==> src/rtl/i2s_tx_fifo_ser.sv <==
// i2s_tx_fifo_ser: stereo sample FIFO feeding an I2S serializer, single clock domain.
//
// Ports:
//   clk_i, rst_ni     system clock (rising edge), asynchronous active-low reset
//   en_i              serializer enable; a frame in flight always completes
//   stereo_i          1 = stereo, 0 = mono (left sample sent in both slots)
//   standard_i        00 Philips, 01 left-justified, 10 right-justified, 11 as 01
//   word_size_i       valid bits 8/16/24/32, clipped to SLOT_W
//   bit_en_i          one-clock strobe per serial bit period
//   wr_valid_i        write request; wr_ready_o = FIFO not full
//   din_l_i, din_r_i  LSB-aligned left/right samples
//   sd_o, ws_o        registered serial data (MSB first) and word select
//   underrun_o        sticky flag, cleared by underrun_clr_i (set wins)
//
// Optional feature, macro I2S_TXF_LEVEL_EN: adds level_o (entry count) and
// almost_empty_o (registered, level <= AE_THRESH, resets to 1).
module i2s_tx_fifo_ser #(
   parameter int unsigned SLOT_W    = 32,
   parameter int unsigned DEPTH     = 8,
   parameter int unsigned AE_THRESH = 2
) (
   input  logic              clk_i,
   input  logic              rst_ni,
   input  logic              en_i,
   input  logic              stereo_i,
   input  logic [1:0]        standard_i,
   input  logic [1:0]        word_size_i,
   input  logic              bit_en_i,
   input  logic              wr_valid_i,
   output logic              wr_ready_o,
   input  logic [SLOT_W-1:0] din_l_i,
   input  logic [SLOT_W-1:0] din_r_i,
   output logic              sd_o,
   output logic              ws_o,
   input  logic              underrun_clr_i,
`ifdef I2S_TXF_LEVEL_EN
   output logic [$clog2(DEPTH+1)-1:0] level_o,
   output logic                       almost_empty_o,
`endif
   output logic              underrun_o
);

   localparam int unsigned AW = $clog2(DEPTH);
   localparam int unsigned CW = $clog2(SLOT_W);
   localparam logic [CW-1:0] CntMax = CW'(SLOT_W - 1);
   localparam logic [5:0]    WFull  = 6'(SLOT_W);

   typedef enum logic [1:0] {StIdle, StLeft, StRight} state_e;

   // Valid bit count for a word_size code, clipped to the slot width.
   function automatic logic [5:0] clip_w(input logic [1:0] wsz);
      int w;
      w = 8 * (int'(wsz) + 1);
      if (w > int'(SLOT_W)) w = int'(SLOT_W);
      return 6'(w);
   endfunction

   // Bit driven at slot position p for sample s of width w in format std.
   function automatic logic slot_bit(input logic [SLOT_W-1:0] s, input int p, input int w,
                                     input logic [1:0] std, input logic carry);
      logic [SLOT_W-1:0] sh;
      int                idx;
      logic              hit;
      logic              b;
      idx = 0;
      hit = 1'b0;
      b   = 1'b0;
      case (std)
         2'b00: begin
            // Philips: one-bit delay, p=0 carries the previous word's spill-over
            if (p == 0) b = carry;
            else if (p <= w) begin
               hit = 1'b1;
               idx = w - p;
            end
         end
         2'b10: begin
            if (p >= int'(SLOT_W) - w) begin
               hit = 1'b1;
               idx = int'(SLOT_W) - 1 - p;
            end
         end
         default: begin
            if (p < w) begin
               hit = 1'b1;
               idx = w - 1 - p;
            end
         end
      endcase
      sh = s >> idx;
      if (hit) b = sh[0];
      return b;
   endfunction

   // FIFO
   logic [2*SLOT_W-1:0] mem_q [DEPTH];
   logic [AW:0]         wr_ptr_q, wr_ptr_d, rd_ptr_q, rd_ptr_d;
   logic                empty, full, push, pop;
   logic [SLOT_W-1:0]   head_l, head_r;

   assign empty      = (wr_ptr_q == rd_ptr_q);
   assign full       = (wr_ptr_q[AW] != rd_ptr_q[AW]) && (wr_ptr_q[AW-1:0] == rd_ptr_q[AW-1:0]);
   assign wr_ready_o = ~full;
   assign push       = wr_valid_i & ~full;
   assign {head_r, head_l} = mem_q[rd_ptr_q[AW-1:0]];
   assign wr_ptr_d   = wr_ptr_q + {{AW{1'b0}}, push};
   assign rd_ptr_d   = rd_ptr_q + {{AW{1'b0}}, pop};

   always_ff @(posedge clk_i) begin
      if (push) mem_q[wr_ptr_q[AW-1:0]] <= {din_r_i, din_l_i};
   end

   // Serializer
   state_e            state_q, state_d;
   logic [CW-1:0]     cnt_q, cnt_d;
   logic [SLOT_W-1:0] sh_l_q, sh_l_d, sh_r_q, sh_r_d;
   logic [1:0]        std_q, std_d;
   logic [5:0]        w_q, w_d;
   logic              carry_q, carry_d;
   logic              sd_q, sd_d, ws_q, ws_d;
   logic              underrun_q, underrun_d;
   logic              set_ur, slot_end, fin_carry;
   logic [1:0]        new_std;
   logic [5:0]        new_w;
   logic [SLOT_W-1:0] nxt_l, nxt_r;

   always_comb begin
      state_d  = state_q;
      cnt_d    = cnt_q;
      sh_l_d   = sh_l_q;
      sh_r_d   = sh_r_q;
      std_d    = std_q;
      w_d      = w_q;
      carry_d  = carry_q;
      sd_d     = sd_q;
      ws_d     = ws_q;
      set_ur   = 1'b0;
      pop      = 1'b0;
      slot_end = (cnt_q == CntMax);
      new_std  = standard_i;
      new_w    = clip_w(word_size_i);
      // LSB of a full-width Philips word spills into the next slot's first bit
      fin_carry = (std_q == 2'b00 && w_q == WFull) ?
                  ((state_q == StRight) ? sh_r_q[0] : sh_l_q[0]) : 1'b0;
      nxt_l = empty ? '0 : head_l;
      nxt_r = empty ? '0 : (stereo_i ? head_r : head_l);
      if (bit_en_i) begin
         unique case (state_q)
            StIdle: begin
               if (en_i && !empty) begin
                  pop     = 1'b1;
                  state_d = StLeft;
                  cnt_d   = '0;
                  std_d   = new_std;
                  w_d     = new_w;
                  sh_l_d  = nxt_l;
                  sh_r_d  = nxt_r;
                  carry_d = 1'b0;
                  sd_d    = slot_bit(nxt_l, 0, int'(new_w), new_std, 1'b0);
                  ws_d    = 1'b0;
               end else begin
                  sd_d = 1'b0;
                  ws_d = 1'b0;
               end
            end
            StLeft: begin
               if (slot_end) begin
                  state_d = StRight;
                  cnt_d   = '0;
                  carry_d = fin_carry;
                  sd_d    = slot_bit(sh_r_q, 0, int'(w_q), std_q, fin_carry);
                  ws_d    = 1'b1;
               end else begin
                  cnt_d = cnt_q + CW'(1);
                  sd_d  = slot_bit(sh_l_q, int'(cnt_q) + 1, int'(w_q), std_q, carry_q);
                  ws_d  = 1'b0;
               end
            end
            StRight: begin
               if (slot_end) begin
                  if (en_i) begin
                     // Empty FIFO here sends a zero frame but keeps ws running
                     pop     = ~empty;
                     set_ur  = empty;
                     state_d = StLeft;
                     cnt_d   = '0;
                     std_d   = new_std;
                     w_d     = new_w;
                     sh_l_d  = nxt_l;
                     sh_r_d  = nxt_r;
                     carry_d = fin_carry;
                     sd_d    = slot_bit(nxt_l, 0, int'(new_w), new_std, fin_carry);
                     ws_d    = 1'b0;
                  end else begin
                     state_d = StIdle;
                     cnt_d   = '0;
                     carry_d = 1'b0;
                     sd_d    = 1'b0;
                     ws_d    = 1'b0;
                  end
               end else begin
                  cnt_d = cnt_q + CW'(1);
                  sd_d  = slot_bit(sh_r_q, int'(cnt_q) + 1, int'(w_q), std_q, carry_q);
                  ws_d  = 1'b1;
               end
            end
            default: state_d = StIdle;
         endcase
      end
      underrun_d = set_ur ? 1'b1 : (underrun_clr_i ? 1'b0 : underrun_q);
   end

   always_ff @(posedge clk_i or negedge rst_ni) begin
      if (!rst_ni) begin
         wr_ptr_q   <= '0;
         rd_ptr_q   <= '0;
         state_q    <= StIdle;
         cnt_q      <= '0;
         sh_l_q     <= '0;
         sh_r_q     <= '0;
         std_q      <= '0;
         w_q        <= '0;
         carry_q    <= 1'b0;
         sd_q       <= 1'b0;
         ws_q       <= 1'b0;
         underrun_q <= 1'b0;
      end else begin
         wr_ptr_q   <= wr_ptr_d;
         rd_ptr_q   <= rd_ptr_d;
         state_q    <= state_d;
         cnt_q      <= cnt_d;
         sh_l_q     <= sh_l_d;
         sh_r_q     <= sh_r_d;
         std_q      <= std_d;
         w_q        <= w_d;
         carry_q    <= carry_d;
         sd_q       <= sd_d;
         ws_q       <= ws_d;
         underrun_q <= underrun_d;
      end
   end

   assign sd_o       = sd_q;
   assign ws_o       = ws_q;
   assign underrun_o = underrun_q;

`ifdef I2S_TXF_LEVEL_EN
   logic [AW:0] lvl_d;
   logic        ae_q;

   assign lvl_d = wr_ptr_d - rd_ptr_d;

   always_ff @(posedge clk_i or negedge rst_ni) begin
      if (!rst_ni) ae_q <= 1'b1;
      else         ae_q <= (32'(lvl_d) <= AE_THRESH);
   end

   assign level_o        = wr_ptr_q - rd_ptr_q;
   assign almost_empty_o = ae_q;
`endif

endmodule
==> config.mk <==
export PLATFORM = sky130hd
export DESIGN_NAME = i2s_tx_fifo_ser
export DESIGN_NICKNAME = d
export VERILOG_FILES = /design/src/rtl/i2s_tx_fifo_ser.sv
export SDC_FILE = /design/constraint.sdc
export NUM_CORES = 1
export LEC_CHECK = 0
export CAP_MARGIN = 20
export CORE_ASPECT_RATIO = 1.4
export CORE_UTILIZATION = 33
export DETAILED_ROUTE_END_ITERATION = 6
export SLEW_MARGIN = 15
export SYNTH_ARGS = -nofsm -noshare
export SYNTH_HDL_FRONTEND = slang
export SYNTH_SLANG_ARGS = --single-unit
==> constraint.sdc <==
create_clock -name clk_i -period 11.7 [get_ports clk_i]
set_input_delay 2.34 -clock clk_i [delete_from_list [all_inputs] [get_ports clk_i]]
set_output_delay 2.34 -clock clk_i [all_outputs]
set_load 0.1 [all_outputs]
# Word-level counts from Yosys, hierarchy flattened
# Memory sizes are Yosys's and may differ from the RTL's.
# Index checks and enable logic that the tools add are counted.
# W data, S select, Z words.
# op_classes
order_cmp	8
n_reduce_logical	18
mux	117
n_eq_ne	13
shift	5
n_addsub	12
bitwise_logic	3
# ops
cell	n
$mux W32	30
$pmux W32 S2	5
$shr A32 B32 Y1	5
$mux W1	57
$logic_not A32 Y1	1
$mux W6	4
$mux W5	4
$ge A1 B7 Y1 const A	2
$sub A6 B1 Y7 const B	2
$sub A6 B6 Y7 const A	2
$lt A1 B6 Y1 const A	2
$mux W2	6
$pmux W6 S2	1
$pmux W5 S2	1
$reduce_and A5 Y1	2
$pmux W1 S3	3
$add A4 B1 Y4	2
$ne A2 B2 Y1 const B	4
$pmux W1 S2	4
$sub A7 B7 Y8	1
$ge A7 B7 Y1	1
$sub A5 B6 Y7 const A	1
$sub A6 B6 Y7	1
$add A5 B1 Y6 const B	1
other kinds (25)	34
# word_totals
output_inout_bits	4
word_cells	189
in_bits	75
register_bits	91
memories	1
ramBits	512
# mem_list
name	words	width	rd	rd_clocked_by_memory_dff	write_ports	line	source
mem_q	8	64	1	0	1	96	logic [2*SLOT_W-1:0] mem_q [DEPTH];

# Depth between registers and ports, before layout
# depth
depth_word	16
depth_mapped	17
mapped_depth_nobuf	14

# Least setup slack after synthesis
# OpenSTA, ideal clock, no wires.
# synth_timing
path_type	input port to flip-flop
startpoint	input port wr_valid_i
endpoint	memory mem_q[0][0] (netlist name) (enable)
path_slack_ps	4191
n_path_buf	0
setup_ps	565
t_required_ps	11135
stages	3
arrival_ps	6944
path_cell_list	and2_1 nand2b_1 nor3_1
# synth_via
elab_chain_len	3
# synth_lines
element	line	source
from (decl)	29	input logic wr_valid_i,
$and A1 B1 Y1	104	assign push = wr_valid_i & ~full;
$mux W1	110	if (push) mem_q[wr_ptr_q[AW-1:0]] <= {din_r_i, din_l_i};
$mux W1 (not written as such)	110	
to (decl)	96	
# Every way passes these cells.

# Final worst setup path
# layout_timing
startpoint	register rd_ptr_q[0]
endpoint	output port wr_ready_o
# layout_via
elab_chain_len	3
# layout_lines
element	line	source
from (decl)	97	logic [AW:0] wr_ptr_q, wr_ptr_d, rd_ptr_q, rd_ptr_d;
from (signal assigned)	229	rd_ptr_q <= rd_ptr_d;
$eq A3 B3 Y1	102	assign full = (wr_ptr_q[AW] != rd_ptr_q[AW]) && (wr_ptr_q[AW-1:0] == rd_ptr_q[AW-1:0]);
$logic_and A1 B1 Y1	102	
$not A1 Y1	103	assign wr_ready_o = ~full;
to (decl)	30	output logic wr_ready_o,
# Every way passes these cells.

==> flow_metrics.tcl <==
set metrics [dict create \
    outcome "finished, violations left" \
    violations "DRC" \
    cts.sinks 600 \
    tns_ns 0 \
    end_kind "output port" \
    placedCellCount 2383 \
    seq_power_share_pct 41.2 \
    start_util_pct 33.5 \
    min_period_ns 5.54 \
    ctsRootBufferMaster "clkbuf_16" \
    startpoint "rd_ptr_q[0]" \
    timing.final.crit_share_pct 47.4 \
    final_util_pct 38.4 \
    worstReg2RegStart "cnt_q[0]" \
    finClkSkew_ns 0.0187 \
    stdcell_count 2483 \
    postCtsSetupRepairBufs 0 \
    p_sw_share_pct 34.9 \
    track_usage_pct 14.9 \
    yosysTopAreaCellShare_pct 61.7 \
    row_count 118 \
    r2r_end "sd_o" \
    synth-seq-cells 600 \
    crit_cells 4 \
    synth.avg_cell_area_um2 17.8 \
    drtIter0Drc 912 \
    antenna_found_initial 8 \
    hold_class "register to register" \
    cts_tree "yes" \
    die_h_um 327 \
    ant_nets 0 \
    rsz0062_at_grt "no" \
    ir_drop_uv 176 \
    grt_max_degree 91 \
    synth_area_um2 24900 \
    worst-r2r-setup-slack_ns 7.15 \
    crit_fanout 41 \
    cts_max_level 2 \
    final-seq-area_um2 17600 \
    p_clk_share_pct 23.6 \
    syn_inst 1399 \
    area_delta_synth_final_pct 14.6 \
    internal_power_uw 4770 \
    gp_congestion 0.837 \
    cpPeakStageDelay_ns 0.99 \
    drive_above_1_share_pct 18.5 \
    gr-max-usage-layer "met2" \
    ios 79 \
    cts_hold_buf 0 \
    die_w_um 234 \
    cap_violations 0 \
    routed_wl_um 56000 \
    slowest_stage "clkdlybuf4s50_1" \
    endpoint "wr_ready_o" \
    timing.fmax_mhz 180 \
    synth-edff-count 512 \
    cts-buffers-inserted 55 \
    required_ns 9.36 \
    slew_viol_final 0 \
    combPwrFrac_pct 35.2 \
    hpwl_um 34500 \
    setup.worst_path.start_class "register" \
    cts_resized 0 \
    pwr_density_cell_nw_per_um2 257 \
    yosysSeqAreaShare_pct 70.6 \
    max-slew-margin-rel_pct 30.0 \
    synthesis.nets 1501 \
    dr.pass1.iters 7 \
    synth_largest_area_cell "edfxtp_1" \
    worstRegToRegCells 13 \
    core_region_area_um2 74300 \
    power.leakage_uw 0.00949 \
    grt_pass1_wl_um 85200 \
    yosys-top-cells-area "edfxtp_1 62%, mux4_2 12%, dfrtp_1 8.8%" \
    path_class "register to output port" \
    clock_latency_ns 0.62 \
    max-clock-path-buffers 3 \
    ys.flop_type "edfxtp_1" \
    nFillCells 6718 \
    grtUsageMet2_pct 25.7 \
    arrival_ns 3.20 \
    critical_path_buf_inv_count 1 \
    synth.distinct_cells 76 \
    clkSlewWorstSetupHoldPaths_ns 0.06 \
    vias 12812 \
    cp_top_family "buffers and inverters" \
    p_sw_uw 2560 \
    timing_hold_violations_final 0 \
    avgRoutedWirePerCell_um 22.6 \
    setup_viol 0 \
    ys_warn_count 0 \
    fin_area_um2 28500 \
    multi_input_area_um2 7020 \
    worst_pin_slew_ns 1.05 \
    dieArea_um2 76600 \
    path_cells "xor2_1 -> nor3_1 -> nand2_1 -> clkdlybuf4s50_1" \
    async_reset_ff_share_pct 14.7 \
    grtUsageMet1_pct 18.8 \
    port_buffers 78 \
    met3_usage_pct 2.48 \
    viasPerCell 5.16 \
    grt_pass1_vias 13432 \
    hold-worst-slack_ns 0.480 \
    dpl_cell_area_um2 26800 \
    finalNetCount 1582 \
    gr-total-overflow 0 \
    drc 6 \
    holdPathStages 2 \
]
-- flip-flops by register name (all words and copies together) (netlist names) --
signal      count
sd_o            1
sh_l_q         32
carry_q         1
state_q         2
sh_r_q         32
std_q           2
underrun_o      1
wr_ptr_q        4
w_q             3
mem_q         512
cnt_q           5
rd_ptr_q        4
ws_o            1
-- power by group through the flow --
stage	clock [uW]	sequential [uW]	combinational, uW
CTS	1780	3030	2620
global placement	0	3050	2590
floorplan	0	2930	1950
finish	1730	3020	2580
detailed placement	0	3070	2620
global route	1840	3070	2800
-- area by class of cell --
cell class | instances | share of cell area [%]
Sequential cell | 600 | 61.6
Multi-Input combinational cell | 708 | 24.6
Clock buffer | 74 | 5.33
Tap cell | 960 | 4.21
Timing Repair Buffer | 99 | 3.31
Clock inverter | 25 | 0.693
Inverter | 16 | 0.210
Antenna cell | 1 | 0.00877
-- worst min-delay path by stage --
stage                from  slack [ns]         end
6_report        sh_l_q[1]        0.48   sh_l_q[1]
5_1_grt         sh_l_q[1]        0.50   sh_l_q[1]
4_1_cts         sh_l_q[1]        0.48   sh_l_q[1]
3_5_place_dp    sh_l_q[1]        0.47   sh_l_q[1]
3_3_place_gp    sh_l_q[1]        0.46   sh_l_q[1]
2_1_floorplan  sh_r_q[29]        0.44  sh_r_q[29]
-- stage by stage --
stage          worst slack, ns  total power (uW)
2_1_floorplan             4.19              4880
3_3_place_gp              6.47              5650
3_5_place_dp              6.52              5690
4_1_cts                   6.01              7430
5_1_grt                   5.83              7710
6_report                  6.16              7330
-- cell families (layout without fill, tap and decap cells) --
group	after synthesis	after routing	synth area share [%]
buf+inv	91	214	1.52
other cells	0	1	0
simple gates	251	251	4.90
xor+xnor	14	14	0.553
flops	600	600	70.6
fa+ha+maj	27	27	1.36
mux	229	229	15.8
compound gates	187	187	5.32
-- synth_stat cells, types with 5 or more instances --
| master | number |
|---|---|
| inv_1 | 15 |
| nand2b_1 | 6 |
| clkbuf_1 | 48 |
| xor2_1 | 7 |
| dfrtp_1 | 88 |
| nand2_1 | 94 |
| mux2i_1 | 86 |
| a31oi_1 | 7 |
| nor2_1 | 57 |
| mux2_2 | 14 |
| mux4_2 | 129 |
| o21ai_0 | 51 |
| o211ai_1 | 8 |
| o31ai_1 | 34 |
| nor2b_1 | 34 |
| nand4_1 | 6 |
| nand3_1 | 18 |
| o22ai_1 | 31 |
| edfxtp_1 | 512 |
| and3_1 | 5 |
| nor3_1 | 5 |
| a21oi_1 | 13 |
| buf_1 | 10 |
| ha_1 | 27 |
| buf_2 | 15 |
| xnor2_1 | 5 |
-- worst reg2reg max path, cell delays in order, from the launching register on --
cell       delay [ns]
dfrtp_1          0.60
nand3_1          0.21
xor2_2           0.35
ha_1             0.41
nor3b_2          0.45
a31o_2           0.24
a21oi_2          0.07
a221o_2          0.68
and2_1           0.27
a2111oi_0        0.49
nor4_1           0.13
a41oi_1          0.17
and4b_1          0.29
o21ai_2          0.06
-- cell usage in the layout, fill, tap and decap left out, types with 7 or more instances in the layout --
master and instances:
nand3_1 18, nor2_4 7, nor2_1 50, clkbuf_16 57, clkinv_1 9, o21ai_0 51
o211ai_1 8, edfxtp_1 512, inv_1 15, nand2_1 94, mux2_2 14, dfrtp_1 85
ha_1 27, clkdlybuf4s50_1 76, mux2i_1 86, mux4_2 129, a31oi_1 7, o22ai_1 31
a21oi_1 13, buf_4 21, clkinv_2 10, o31ai_1 34, clkbuf_1 14, nor2b_1 34
-- per-layer routing --
metal / vias up / wire (um)
met2: 321 / 29000
met3: 108 / 2310
met1: 6605 / 23000
met4: 10 / 1720
met5: - / 65
li1: 5768 / -
Note: power is estimated with default switching activity, not from simulation.
